===== src/rtl/cap_charge_fire_ctrl.sv =====
// cap_charge_fire_ctrl: charge/fire sequencer for the IGBT/SCR pulse stage.
// Charges two resonant caps, reports ready, then fires IGBT, dead time, SCR; latches faults.
module cap_charge_fire_ctrl #(
    parameter int unsigned CHARGE_TIMEOUT = 50_000_000,
    parameter int unsigned SETTLE_CYC     = 500,
    parameter int unsigned IGBT_PW        = 1000,
    parameter int unsigned DEAD_CYC       = 100,
    parameter int unsigned SCR_PW         = 500,
    parameter int unsigned HOLDOFF_CYC    = 5000
) (
    input  logic        sys_clk,
    input  logic        sys_rst,
    input  logic        arm,
    input  logic        fire_req,
    input  logic [2:0]  voltage_cap_flag,
    input  logic        fault_in,
    output logic [1:0]  charge_en,
    output logic        igbt_gate,
    output logic        scr_gate,
    output logic        ready,
    output logic [2:0]  state,
    output logic [1:0]  err_code,
    output logic [15:0] pulse_cnt
);
    typedef enum logic [2:0] {
        S_IDLE      = 3'd0,
        S_CHARGE    = 3'd1,
        S_READY     = 3'd2,
        S_FIRE_IGBT = 3'd3,
        S_DEAD      = 3'd4,
        S_FIRE_SCR  = 3'd5,
        S_HOLDOFF   = 3'd6,
        S_FAULT     = 3'd7
    } state_t;

    localparam logic [31:0] L_TMO  = (CHARGE_TIMEOUT == 0) ? 32'd1 : 32'(CHARGE_TIMEOUT);
    localparam logic [15:0] L_SET  = (SETTLE_CYC == 0)  ? 16'd1 : 16'(SETTLE_CYC);
    localparam logic [15:0] L_IGBT = (IGBT_PW == 0)     ? 16'd1 : 16'(IGBT_PW);
    localparam logic [15:0] L_DEAD = (DEAD_CYC == 0)    ? 16'd1 : 16'(DEAD_CYC);
    localparam logic [15:0] L_SCR  = (SCR_PW == 0)      ? 16'd1 : 16'(SCR_PW);
    localparam logic [15:0] L_HOLD = (HOLDOFF_CYC == 0) ? 16'd1 : 16'(HOLDOFF_CYC);

    state_t      r_state;
    logic [31:0] r_tmo;
    logic [15:0] r_set0, r_set1, r_ph, r_cnt;
    logic [1:0]  r_chg, r_err;
    logic        r_igbt, r_scr, r_rdy, r_drop;

    logic [31:0] w_tmo_n;
    logic [15:0] w_set0_n, w_set1_n, w_ph_n, w_cnt_n;
    logic [1:0]  w_err_f;
    logic        w_ok0, w_ok1, w_unused;

    // Settle counters saturate at the threshold so a long-held flag never wraps.
    assign w_set0_n = voltage_cap_flag[0] ? ((r_set0 >= L_SET) ? r_set0 : r_set0 + 16'd1) : 16'd0;
    assign w_set1_n = voltage_cap_flag[1] ? ((r_set1 >= L_SET) ? r_set1 : r_set1 + 16'd1) : 16'd0;
    assign w_ok0    = w_set0_n >= L_SET;
    assign w_ok1    = w_set1_n >= L_SET;
    assign w_tmo_n  = r_tmo + 32'd1;
    assign w_ph_n   = r_ph + 16'd1;
    assign w_cnt_n  = (&r_cnt) ? r_cnt : r_cnt + 16'd1;
    assign w_err_f  = (r_err == 2'b01) ? 2'b01 : 2'b10;
    assign w_unused = voltage_cap_flag[2];

    // Counters and outputs default to zero every edge; only the states that keep them alive override.
    always_ff @(posedge sys_clk) begin
        if (sys_rst) begin
            r_state <= S_IDLE;
            r_tmo   <= '0;
            r_set0  <= '0;
            r_set1  <= '0;
            r_ph    <= '0;
            r_cnt   <= '0;
            r_chg   <= '0;
            r_err   <= '0;
            r_igbt  <= 1'b0;
            r_scr   <= 1'b0;
            r_rdy   <= 1'b0;
            r_drop  <= 1'b0;
        end else begin
            r_tmo  <= '0;
            r_set0 <= '0;
            r_set1 <= '0;
            r_ph   <= '0;
            r_chg  <= '0;
            r_igbt <= 1'b0;
            r_scr  <= 1'b0;
            r_rdy  <= 1'b0;
            r_drop <= r_drop | ~arm;
            if (fault_in && r_state != S_FAULT) begin
                r_state <= S_FAULT;
                r_err   <= w_err_f;
            end else begin
                case (r_state)
                    S_IDLE: if (arm) begin
                        r_state <= S_CHARGE;
                        r_chg   <= 2'b11;
                        r_err   <= 2'b00;
                    end
                    S_CHARGE: if (!arm) begin
                        r_state <= S_IDLE;
                    end else if (w_tmo_n >= L_TMO) begin
                        r_state <= S_FAULT;
                        r_err   <= 2'b01;
                    end else if (w_ok0 && w_ok1) begin
                        r_state <= S_READY;
                        r_rdy   <= 1'b1;
                    end else begin
                        r_tmo  <= w_tmo_n;
                        r_set0 <= w_set0_n;
                        r_set1 <= w_set1_n;
                        r_chg  <= {~w_ok1, ~w_ok0};
                    end
                    S_READY: if (!arm) begin
                        r_state <= S_IDLE;
                    end else if (voltage_cap_flag[1:0] != 2'b11) begin
                        r_state <= S_CHARGE;
                        r_chg   <= 2'b11;
                    end else if (fire_req) begin
                        r_state <= S_FIRE_IGBT;
                        r_igbt  <= 1'b1;
                        r_cnt   <= w_cnt_n;
                        r_drop  <= 1'b0;
                    end else begin
                        r_rdy <= 1'b1;
                    end
                    S_FIRE_IGBT: if (w_ph_n >= L_IGBT) begin
                        r_state <= S_DEAD;
                    end else begin
                        r_ph   <= w_ph_n;
                        r_igbt <= 1'b1;
                    end
                    S_DEAD: if (w_ph_n >= L_DEAD) begin
                        r_state <= S_FIRE_SCR;
                        r_scr   <= 1'b1;
                    end else begin
                        r_ph <= w_ph_n;
                    end
                    S_FIRE_SCR: if (w_ph_n >= L_SCR) begin
                        r_state <= (r_drop || !arm) ? S_IDLE : S_HOLDOFF;
                    end else begin
                        r_ph  <= w_ph_n;
                        r_scr <= 1'b1;
                    end
                    S_HOLDOFF: if (w_ph_n >= L_HOLD) begin
                        r_state <= arm ? S_CHARGE : S_IDLE;
                        r_chg   <= arm ? 2'b11 : 2'b00;
                    end else begin
                        r_ph <= w_ph_n;
                    end
                    S_FAULT: if (!fault_in && !arm) begin
                        r_state <= S_IDLE;
                    end
                endcase
            end
        end
    end

    assign charge_en = r_chg;
    assign igbt_gate = r_igbt;
    assign scr_gate  = r_scr;
    assign ready     = r_rdy;
    assign state     = r_state;
    assign err_code  = r_err;
    assign pulse_cnt = r_cnt;
endmodule


===== config.mk =====
export PLATFORM = sky130hd
export DESIGN_NAME = cap_charge_fire_ctrl
export DESIGN_NICKNAME = d
export VERILOG_FILES = /design/src/rtl/cap_charge_fire_ctrl.sv
export SDC_FILE = /design/constraint.sdc
export NUM_CORES = 1
export LEC_CHECK = 0
export CORE_MARGIN = 3
export CORE_UTILIZATION = 50
export CTS_CLUSTER_SIZE = 20
export DETAILED_ROUTE_END_ITERATION = 8
export PLACE_DENSITY = 0.71
export SETUP_SLACK_MARGIN = 0.02
export SLEW_MARGIN = 30
export SYNTH_ARGS = -nofsm -noshare
export SYNTH_HDL_FRONTEND = slang
export SYNTH_SLANG_ARGS = --single-unit

===== constraint.sdc =====
create_clock -name sys_clk -period 3.01 [get_ports sys_clk]
set_clock_uncertainty 0.05 [all_clocks]
set_input_delay 0.903 -clock sys_clk [delete_from_list [all_inputs] [get_ports sys_clk]]
set_output_delay 0.903 -clock sys_clk [all_outputs]
set_load 0.05 [all_outputs]

==> results of run 1 <==
==> power by group <==
part           switching, mW  internal, mW  total, mW  leakage, nW
Sequential            0.0104          1.43       1.44        0.873
Clock                  0.579         0.660       1.24        0.149
Combinational          0.175         0.115      0.290         2.14
==> layer usage <==
| metal | up-vias | wire, um | track usage, % |
|---|---|---|---|
| met4 | 0 | 317 | 10.1 |
| li1 | 2844 | - | - |
| met2 | 141 | 7990 | 40.8 |
| met3 | 25 | 578 | 3.29 |
| met1 | 2802 | 7000 | 31.4 |
| met5 | - | 0 | 0 |
==> cell usage after synthesis, types with 3 or more instances <==
master,instances,area share [%]
a2111oi_0,3,0.45
a211o_1,3,0.45
a211oi_1,3,0.39
a21oi_1,22,1.9
a31oi_1,16,1.7
and2_1,6,0.65
and3_1,31,3.3
and4_1,10,1.5
buf_1,3,0.19
buf_2,9,0.78
buf_4,3,0.39
clkbuf_1,29,1.9
dfxtp_1,107,37
ha_1,9,1.9
inv_1,15,0.97
mux2i_1,6,1.0
nand2_1,53,3.4
nand2b_1,6,0.65
nand3_1,33,2.8
nand3b_1,5,0.65
nand4_1,25,2.7
nor2_1,84,5.4
nor2b_1,8,0.86
nor3_1,17,1.5
nor3_2,7,1.2
nor3b_1,5,0.65
nor4_1,21,2.3
o21ai_0,11,0.95
o31ai_1,4,0.52
o41ai_1,4,0.60
or2_2,5,0.54
or3_1,13,1.4
or4_1,5,0.65
xnor2_1,29,4.4
xor2_1,39,5.9
==> stage by stage <==
stage	util (%)	total power [mW]	cell area (um^2)	instances
2_1_floorplan	-	1.63	5900	710
3_3_place_gp	64.6	1.72	7160	963
3_5_place_dp	64.7	1.73	7160	963
4_1_cts	71.3	2.97	7900	1000
5_1_grt	73.2	3.06	8110	1006
6_report	73.2	2.97	8110	1006
==> sequential cells by signal (all words and copies together), names as in the netlist <==
register and cells:
r_set1 16, r_drop 1, pulse_cnt 16, igbt_gate 1, r_set0 16, ready 1
r_tmo 32, scr_gate 1, state 3, charge_en 2, err_code 2, r_ph 16
==> worst min path at each step <==
stage | startpoint | to | slack (ns) | depth (start not counted)
final | r_set1[11]$_SDFF_PP0_ | r_set1[11]$_SDFF_PP0_ | 0.45 | 1
after global routing | r_set1[9]$_SDFF_PP0_ | r_set1[9]$_SDFF_PP0_ | 0.46 | 1
after CTS | r_set1[12]$_SDFF_PP0_ | r_set1[12]$_SDFF_PP0_ | 0.44 | 1
after detailed placement | r_set1[11]$_SDFF_PP0_ | r_set1[11]$_SDFF_PP0_ | 0.42 | 1
after global placement | r_set1[11]$_SDFF_PP0_ | r_set1[11]$_SDFF_PP0_ | 0.41 | 1
after floorplan | r_tmo[0]$_SDFF_PP0_ | r_tmo[0]$_SDFF_PP0_ | 0.39 | 1
==> repair_timing <==
item | 4_1_cts | 5_1_grt
setup buffers | 19 | 9
endpoints found under the setup margin | 67 | 82
gates cloned | 3 | 0
resized for setup | 57 | 37
pin swaps | 30 | 24
hold endpoints to repair | 0 | 0
==> cells by family after synthesis <==
family | Yosys count
flops | 107
compound gates | 103
other cells | 1
mux | 8
xor+xnor | 68
buf+inv | 61
fa+ha+maj | 9
simple gates | 345
==> final cells by class <==
cell class,instances,area share (%)
Timing Repair Buffer,185,19.7
Multi-Input combinational cell,543,47.1
Clock inverter,7,1.03
Sequential cell,107,26.6
Tap cell,140,2.16
Inverter,15,0.694
Clock buffer,9,2.78
==> worst max-delay path: stages, from the launching register on <==
cell and delay, ns:
dfxtp_1 0.34, and4_4 0.24, nand3_4 0.08, buf_12 0.15
nor4_4 0.30, mux2i_1 0.28, nand3_1 0.12, or4b_4 0.51
or3_4 0.36, or3_4 0.43, buf_12 0.17, buf_12 0.13
nor2_1 0.07
==> cells in the final DEF, fill, tap and decap left out, types with 9 or more instances in the layout <==
cell	Yosys	routed
a21oi_1	22	21
a31oi_1	16	15
and3_1	31	31
buf_4	3	140
clkbuf_16	0	9
clkdlybuf4s50_1	0	30
conb_1	1	9
dfxtp_1	107	95
dfxtp_2	0	12
inv_1	15	15
nand2_1	53	53
nand3_1	33	32
nand4_1	25	25
nor2_1	84	71
nor3_1	17	14
nor4_1	21	13
xnor2_1	29	29
xor2_1	39	38
==> flow_summary.json, run 1 <==
{
  "status": "finished, violations left",
  "violations": "setup timing",
  "r2r-end": "r_tmo[8]$_SDFF_PP0_",
  "cts.reportedPaths.clkPinSlew_ns": 0.08,
  "drt-wirelength-per-cell_um": 15.8,
  "fp.coreArea_um2": 11100,
  "grt_max_degree": 20,
  "worstReg2RegStart": "r_tmo[9]$_SDFF_PP0_",
  "first_iter_violations": 279,
  "setup_viol": 65,
  "die_area_um2": 13000,
  "hold_viol": 0,
  "synthArstFlopShare_pct": 0,
  "postRouteWirelength_mm": 15.9,
  "diodes": 0,
  "synth_edf_count": 0,
  "rsz0062_at_grt": "yes",
  "die_w_um": 114,
  "grt_overflow": 0,
  "nFillCells": 793,
  "p_leak_nw": 3.16,
  "area_delta_synth_final_pct": 39.6,
  "avgSynthCellArea_um2": 8.28,
  "max_freq_mhz": 301,
  "hold_class": "reg -> reg",
  "dp_hpwl_mm": 10.5,
  "syn_inst": 702,
  "required_ns": 3.26,
  "yosys_warnings": 0,
  "ys_ff_latch": 107,
  "worstMarginPinSlew_ns": 0.505,
  "synth_compound_area_share_pct": 12.8,
  "clock_latency_ns": 0.36,
  "gp_congestion": 0.876,
  "finalCritPeriodShare_pct": 110,
  "cp-endpoint": "r_tmo[8]$_SDFF_PP0_",
  "htree_num_levels": 3,
  "syn_area_um2": 5810,
  "yosys.area_share.adder_pct": 1.94,
  "start_util_pct": 52.5,
  "min_period_ns": 3.32,
  "synth_xor_area_share_pct": 10.2,
  "ant_nets": 0,
  "crit_fanout": 8,
  "root_buffer": "clkbuf_16",
  "critPathLaunch": "r_tmo[9]$_SDFF_PP0_",
  "rr_worst_depth": 12,
  "grt_pass1_vias": 5599,
  "synth.distinct_cells": 74,
  "drive_above_1_share_pct": 29.7,
  "vias": 5812,
  "regArea_um2": 2160,
  "preCtsSetupSlack_ns": -0.562,
  "io_pins": 34,
  "die_y_um": 114,
  "rows": 38,
  "antenna_found_initial": 0,
  "cts_sinks": 107,
  "holdWs_ns": 0.447,
  "clockBufferDepth": 2,
  "cts_buffers": 9,
  "regToRegSetupSlack_ns": -0.31,
  "multiInputGateArea_um2": 3820,
  "drc": 0,
  "muxShareOfSynthArea_pct": 1.42,
  "arrival_ns": 3.57,
  "drv_slew": 0,
  "critPathLaunchType": "flip-flop",
  "yosys.area_share.simple_pct": 32.1,
  "track_usage_pct": 24.3,
  "worst_slack_ns": -0.310,
  "grt_first_pass_wirelength_mm": 26.0,
  "tns_ns": -13.88,
  "first_pass_iters": 5,
  "synth_ff_type": "dfxtp_1",
  "via_per_inst": 5.78,
  "nets": 878,
  "peakVddDrop_v": 0.000291,
  "max_slew_margin_pct": 65.5,
  "cts_hold_buf": 0,
  "cts_tree": "built",
  "max_cap_violations": 0,
  "path_class": "reg -> reg",
  "synth_seq_area_share_pct": 36.9,
  "powerDensity_nw_per_um2": 366,
  "io_buffers": 32,
  "synth_top_family_by_area": "simple AND/OR/NAND/NOR gates",
  "cp-end-kind": "flip-flop"
}
No activity file was read; power rests on OpenSTA's default activity.
==> run 2: changes to the inputs <==
--- a/config.mk
+++ b/config.mk
@@ -7,10 +7,11 @@
 export LEC_CHECK = 0
 export CORE_MARGIN = 3
 export CORE_UTILIZATION = 50
-export CTS_CLUSTER_SIZE = 20
+export CTS_CLUSTER_SIZE = 24
 export DETAILED_ROUTE_END_ITERATION = 8
+export HOLD_SLACK_MARGIN = 0.12
 export PLACE_DENSITY = 0.71
-export SETUP_SLACK_MARGIN = 0.02
+export SETUP_SLACK_MARGIN = 0.5
 export SLEW_MARGIN = 30
 export SYNTH_ARGS = -nofsm -noshare
 export SYNTH_HDL_FRONTEND = slang
==> flow_summary.json, run 2 (synthesized netlist as in run 1, its figures left out) <==
{
  "final_cell_mix": "buf_4, dfxtp_1, nor2_1, nand2_1, xor2_1",
  "max_freq_mhz": 321,
  "grt_first_pass_wirelength_mm": 25.6,
  "dp_hpwl_mm": 10.2,
  "finalInstanceArea_um2": 7940,
  "required_ns": 3.24,
  "start_util_pct": 52.5,
  "io_buffers": 32,
  "worstReg2RegStart": "r_tmo[20]$_SDFF_PP0_",
  "seq_power_share_pct": 51.3,
  "clockBufferDepth": 2,
  "grt_pass1_vias": 5665,
  "met1_usage_pct": 29.2,
  "postRouteWirelength_mm": 15.6,
  "hold_class": "reg -> reg",
  "dpl_cell_area_um2": 7100,
  "sw_frac_of_total_pct": 25.4,
  "diodes": 0,
  "area_delta_synth_final_pct": 36.6,
  "regMostFlops": "r_tmo",
  "use_met2_pct": 40.7,
  "largest_reg_flops": 32,
  "first_iter_violations": 446,
  "p_sw_mw": 0.721,
  "clockPowerShare_pct": 39.2,
  "power.internal_mw": 2.11,
  "drv_slew": 0,
  "p_leak_nw": 3.16,
  "drc": 0,
  "top_usage_layer": "met2",
  "die_y_um": 114,
  "nFillCells": 840,
  "worst_slack_ns": -0.110,
  "root_buffer": "clkbuf_16",
  "powerDensity_nw_per_um2": 357,
  "worstMarginPinSlew_ns": 0.525,
  "min_period_ns": 3.12,
  "via_per_inst": 5.89,
  "holdPathStages": 2,
  "gp_congestion": 0.916,
  "clock_latency_ns": 0.36,
  "combPwrFrac_pct": 9.4,
  "hold_viol": 0,
  "arrival_ns": 3.35,
  "finalCritPeriodShare_pct": 104,
  "setup_viol": 58,
  "rr_worst_depth": 11,
  "cts_tree": "built",
  "first_pass_iters": 5,
  "cts_sinks": 107,
  "max_slew_margin_pct": 64.9,
  "hold_start": "pulse_cnt[11]$_SDFFE_PP0P_",
  "tns_ns": -3.43,
  "track_usage_pct": 23.7,
  "path_class": "reg -> reg",
  "rsz0062_at_grt": "yes",
  "fp.coreArea_um2": 11100,
  "grt_overflow": 0,
  "violations": "setup timing",
  "cp-end-kind": "flip-flop",
  "cts.reportedPaths.clkPinSlew_ns": 0.07,
  "critPathLaunchType": "flip-flop",
  "max_cap_violations": 0,
  "regToRegSetupSlack_ns": -0.11,
  "rows": 38,
  "htree_num_levels": 3,
  "vias": 5803,
  "ant_nets": 0,
  "drt-wirelength-per-cell_um": 15.8,
  "cts_hold_buf": 0,
  "grt_util_met3_pct": 4.08,
  "min_to": "pulse_cnt[11]$_SDFFE_PP0P_",
  "drive_above_1_share_pct": 30.8,
  "status": "finished, violations left",
  "peakVddDrop_v": 0.000263,
  "layout_commonest_cell": "buf_4",
  "die_area_um2": 13000,
  "grt_max_degree": 26,
  "antenna_found_initial": 0,
  "die_w_um": 114,
  "crit_fanout": 8,
  "nets": 858,
  "r2r-end": "r_set1[8]$_SDFF_PP0_",
  "cts_buffers": 9,
  "io_pins": 34,
  "p_total_mw": 2.83
}
==> run 2: changes by cell type in the layout (fill, tap and decap cells not counted), sizes merged, moves of 2 or more <==
cell           before  now
dlymetal6s2s        1    4
buf               153  132
dlygate4sd2         1   17
clkdlybuf4s50      30    6
clkbuf              9   16
inv                18   16
==> run 2: per-layer routing <==
layer  part of all wire, %  vias up
li1                      -     2796
met1                    43     2773
met2                    49      195
met3                   5.7       39
met4                   2.6        0
met5                     0        -
==> run 2: worst max path at each step <==
| stage | endpoint | slack [ns] | start | depth (start not counted) |
|---|---|---|---|---|
| global route | r_set1[8]$_SDFF_PP0_ | -0.25 | r_tmo[9]$_SDFF_PP0_ | 10 |
| CTS | r_set0[0]$_SDFF_PP0_ | -0.06 | r_tmo[4]$_SDFF_PP0_ | 11 |
| global placement | r_set1[8]$_SDFF_PP0_ | -0.36 | arm | 9 |
| floorplan | r_set0[0]$_SDFF_PP0_ | -0.22 | r_tmo[19]$_SDFF_PP0_ | 12 |
| detailed placement | r_tmo[2]$_SDFF_PP0_ | -0.41 | arm | 9 |
| finish | r_set1[8]$_SDFF_PP0_ | -0.11 | r_tmo[20]$_SDFF_PP0_ | 11 |
==> run 2: cell type report <==
cell class,count,area [um^2],share of cell area (%)
clock buffer,11,243,3.06
clock inverter,4,26.3,0.331
inverter,15,56.3,0.710
multi-input combinational,543,3910,49.3
sequential,107,2180,27.4
tap,140,175,2.21
timing repair buffer,165,1350,17.0
==> run 2: repair_timing <==
action | CTS | global route
cloned | 0 | 1
setup endpoints to repair | 109 | 91
pin swaps | 21 | 19
setup buffers | 11 | 9
resized for setup | 87 | 50
==> run 2: power groups by stage <==
stage               Combinational (mW)  Clock (mW)  Sequential, mW
floorplan                        0.121           0            1.52
global placement                 0.236           0            1.49
detailed placement               0.239           0            1.49
CTS                              0.248        1.13            1.46
finish                           0.268        1.11            1.46
global route                     0.289        1.18            1.46
==> run 2: per-stage QoR <==
stage | utilization [%] | hold WS (ns) | instances | setup slack (ns)
after floorplan | - | 0.390 | 710 | -0.216
after global placement | 64.1 | 0.420 | 949 | -0.358
after detailed placement | 64.1 | 0.428 | 949 | -0.408
after CTS | 69.5 | 0.448 | 975 | -0.0585
after global routing | 71.6 | 0.466 | 985 | -0.249
final | 71.6 | 0.446 | 985 | -0.110
==> run 2: worst max-delay path, stage by stage (launching register included) <==
cell and delay [ns]:
dfxtp_1 0.34, and4_1 0.23, nand4_1 0.12, buf_6 0.16, nor4_4 0.23, mux2i_1 0.27, nand3_1 0.10, or4b_1 0.51
or3_1 0.34, or3_4 0.37, buf_8 0.16, nor3b_2 0.18
==> run 3: changes to the inputs <==
--- a/config.mk
+++ b/config.mk
@@ -5,6 +5,7 @@
 export SDC_FILE = /design/constraint.sdc
 export NUM_CORES = 1
 export LEC_CHECK = 0
+export ABC_AREA = 1
 export CORE_MARGIN = 3
 export CORE_UTILIZATION = 50
 export CTS_CLUSTER_SIZE = 24
==> flow_summary.json, run 3 <==
{
  "status": "complete, no violations",
  "grt_overflow": 0,
  "holdPathStages": 2,
  "htree_num_levels": 3,
  "holdWs_ns": 0.402,
  "grt_max_degree": 18,
  "synth_common_cells": "nand2_1, nor2_1, dfxtp_1, inv_1, nand3_1",
  "clockBufferDepth": 2,
  "synth_seq_area_share_pct": 34.6,
  "finalCritPeriodShare_pct": 83.8,
  "vias": 6018,
  "die_area_um2": 13700,
  "ys_ff_latch": 107,
  "worstMarginPinSlew_ns": 0.506,
  "synthArstFlopShare_pct": 0,
  "final_cell_mix": "nand2_1, nor2_1, inv_1, dfxtp_1, nand3_1",
  "crit_buf_inv": 4,
  "setup_viol": 0,
  "required_ns": 3.24,
  "ant_nets": 0,
  "largest_reg_flops": 32,
  "dpl_cell_area_um2": 7110,
  "max_slew_margin_pct": 66.2,
  "postRouteWirelength_mm": 14.6,
  "drv_slew": 0,
  "synth_top_area_share_pct": 34.6,
  "antenna_found_initial": 0,
  "syn_area_um2": 6190,
  "max_freq_mhz": 396,
  "hold_viol": 0,
  "critPathTopFamily": "simple AND/OR/NAND/NOR gates",
  "cts_buffers": 9,
  "synth_ff_type": "dfxtp_1",
  "root_buffer": "clkbuf_16",
  "dp_hpwl_mm": 10.5,
  "synth_edf_count": 0,
  "p_total_mw": 2.77,
  "regMostFlops": "r_tmo",
  "die_w_um": 117,
  "powerDensity_nw_per_um2": 349,
  "via_per_inst": 4.92,
  "min_period_ns": 2.52,
  "area_delta_synth_final_pct": 28.2,
  "p_leak_nw": 3.11,
  "track_usage_pct": 21.6,
  "arrival_ns": 2.76,
  "layout_commonest_cell": "nand2_1",
  "cp-end-kind": "flip-flop",
  "first_iter_violations": 269,
  "io_buffers": 32,
  "yosysTopAreaCell": "dfxtp_1",
  "drc": 0,
  "max_cap_violations": 0,
  "syn_inst": 949,
  "fp.coreArea_um2": 12100,
  "nets": 1069,
  "cts_hold_buf": 0,
  "cts_tree": "built",
  "crit_top_cell": "nor2_4",
  "worstReg2RegStart": "r_tmo[1]$_SDFF_PP0_",
  "r2r-end": "r_set1[7]$_SDFF_PP0_",
  "die_y_um": 117,
  "io_pins": 34,
  "regToRegSetupSlack_ns": 0.49,
  "rr_worst_depth": 19,
  "path_class": "reg -> reg",
  "grt_first_pass_wirelength_mm": 23.9,
  "yosys_warnings": 0,
  "clock_latency_ns": 0.36,
  "cts.reportedPaths.clkPinSlew_ns": 0.07,
  "min_to": "r_set1[11]$_SDFF_PP0_",
  "drt-wirelength-per-cell_um": 11.9,
  "cp_slowest_stage_delay_ns": 0.39,
  "diodes": 0,
  "start_util_pct": 51.3,
  "synth.distinct_cells": 37,
  "hold_start": "r_set1[11]$_SDFF_PP0_",
  "peakVddDrop_v": 0.000369,
  "grt_pass1_vias": 5501,
  "rsz0062_at_grt": "yes",
  "drive_above_1_share_pct": 23.5,
  "rows": 40,
  "yosysMostFrequentCell": "nand2_1",
  "avgSynthCellArea_um2": 6.52,
  "hold_class": "reg -> reg",
  "synth.area.top_cells": "dfxtp_1, nand2_1, nor2_1",
  "crit_fanout": 7,
  "first_pass_iters": 5,
  "gp_congestion": 0.951,
  "critPathLaunchType": "flip-flop",
  "worst_path_max_delay_cell": "dfxtp_4",
  "cts_sinks": 107,
  "cp_cell_sequence": "ha_4 > nand3_4 > nor2_4 > inv_2 > nor2_4 > buf_6 > nand3b_1 > nand2_2 > nor2_2 > nand2_2 > nor2_4 > nand2_2 > nand3_4 > nor2_4 > nand2_4 > inv_8 > nand2_8 > buf_12 > nor3_2",
  "finalInstanceArea_um2": 7930
}
[run 3: changes by cell type after synthesis, moves of 13 or more]
cell      change
nand2_1     +228
inv_1        +87
nor2_1       +87
nor2_4       +33
nand3_1      +31
and3_1       -30
xor2_1       -25
clkbuf_1     -24
xnor2_1      -22
nor4_1       -21
o21ai_0      +14
a31oi_1      -13
or3_1        -13
[run 3: worst max-delay path by stage]
stage / startpoint / endpoint / slack [ns] / depth (start not counted)
2_1_floorplan: arm / pulse_cnt[13]$_SDFFE_PP0P_ / 0.49 / 16
3_3_place_gp: voltage_cap_flag[1] / r_tmo[8]$_SDFF_PP0_ / -0.12 / 14
3_5_place_dp: voltage_cap_flag[1] / r_tmo[8]$_SDFF_PP0_ / -0.14 / 14
4_1_cts: r_tmo[9]$_SDFF_PP0_ / r_set1[10]$_SDFF_PP0_ / 0.48 / 17
5_1_grt: r_tmo[1]$_SDFF_PP0_ / r_set1[7]$_SDFF_PP0_ / 0.34 / 19
6_report: r_tmo[1]$_SDFF_PP0_ / r_set1[7]$_SDFF_PP0_ / 0.49 / 19
[run 3: power breakdown]
group / internal [mW] / total, mW / leakage, nW / switching, mW
logic: 0.0689 / 0.202 / 2.09 / 0.133
registers: 1.43 / 1.45 / 0.879 / 0.0204
clock network: 0.584 / 1.12 / 0.139 / 0.533
total: 2.08 / 2.77 / 3.11 / 0.687
[run 3: stage by stage]
step                TNS [ns]  util, %  instances  setup WS (ns)
floorplan                  0        -        957          0.492
global placement       -4.39     58.9       1196         -0.121
detailed placement     -5.08     58.9       1196         -0.139
CTS                        0     62.5       1216          0.478
global route               0     65.7       1224          0.344
finish                     0     65.7       1224          0.488
[run 3: area by class of cell]
cell class                      count  area [um^2]
Sequential cell                   107         2180
Fill cell                        1057         4130
Clock inverter                      5         36.3
Clock buffer                       10          239
Tap cell                          168          210
Timing Repair Buffer               96          877
Multi-Input combinational cell    728         3970
Inverter                          110          425
[run 3: what timing repair did]
item,in CTS,in global routing
buffers inserted,2,8
cloned,3,0
endpoints found under the setup margin,96,88
pin swaps,3,21
gates resized for setup,49,111
[run 3: logic make-up after synthesis]
logic type / Yosys count / synth area share, %
AO/OA/AOI/OAI: 76 / 7.02
XOR/XNOR: 21 / 2.97
adder cells (fa/ha/maj): 9 / 1.82
buffers and inverters: 123 / 8.45
flip-flops: 107 / 34.6
other: 1 / 0.0606
AND/OR/NAND/NOR: 612 / 45.1
[run 3: worst reg2reg max path, stage by stage, from the launching register on]
cell      delay [ns]
dfxtp_4         0.39
ha_4            0.16
nand3_4         0.11
nor2_4          0.16
inv_2           0.07
nor2_4          0.13
buf_6           0.11
nand3b_1        0.09
nand2_2         0.07
nor2_2          0.04
nand2_2         0.13
nor2_4          0.06
nand2_2         0.08
nand3_4         0.11
nor2_4          0.15
nand2_4         0.09
inv_8           0.09
nand2_8         0.10
buf_12          0.17
nor3_2          0.10
[run 3: per-layer routing]
layer	GRT usage [%]	wire [um]
met5	0	0
met4	6.42	195
met3	4.99	557
met2	36.7	7030
met1	27.4	6800
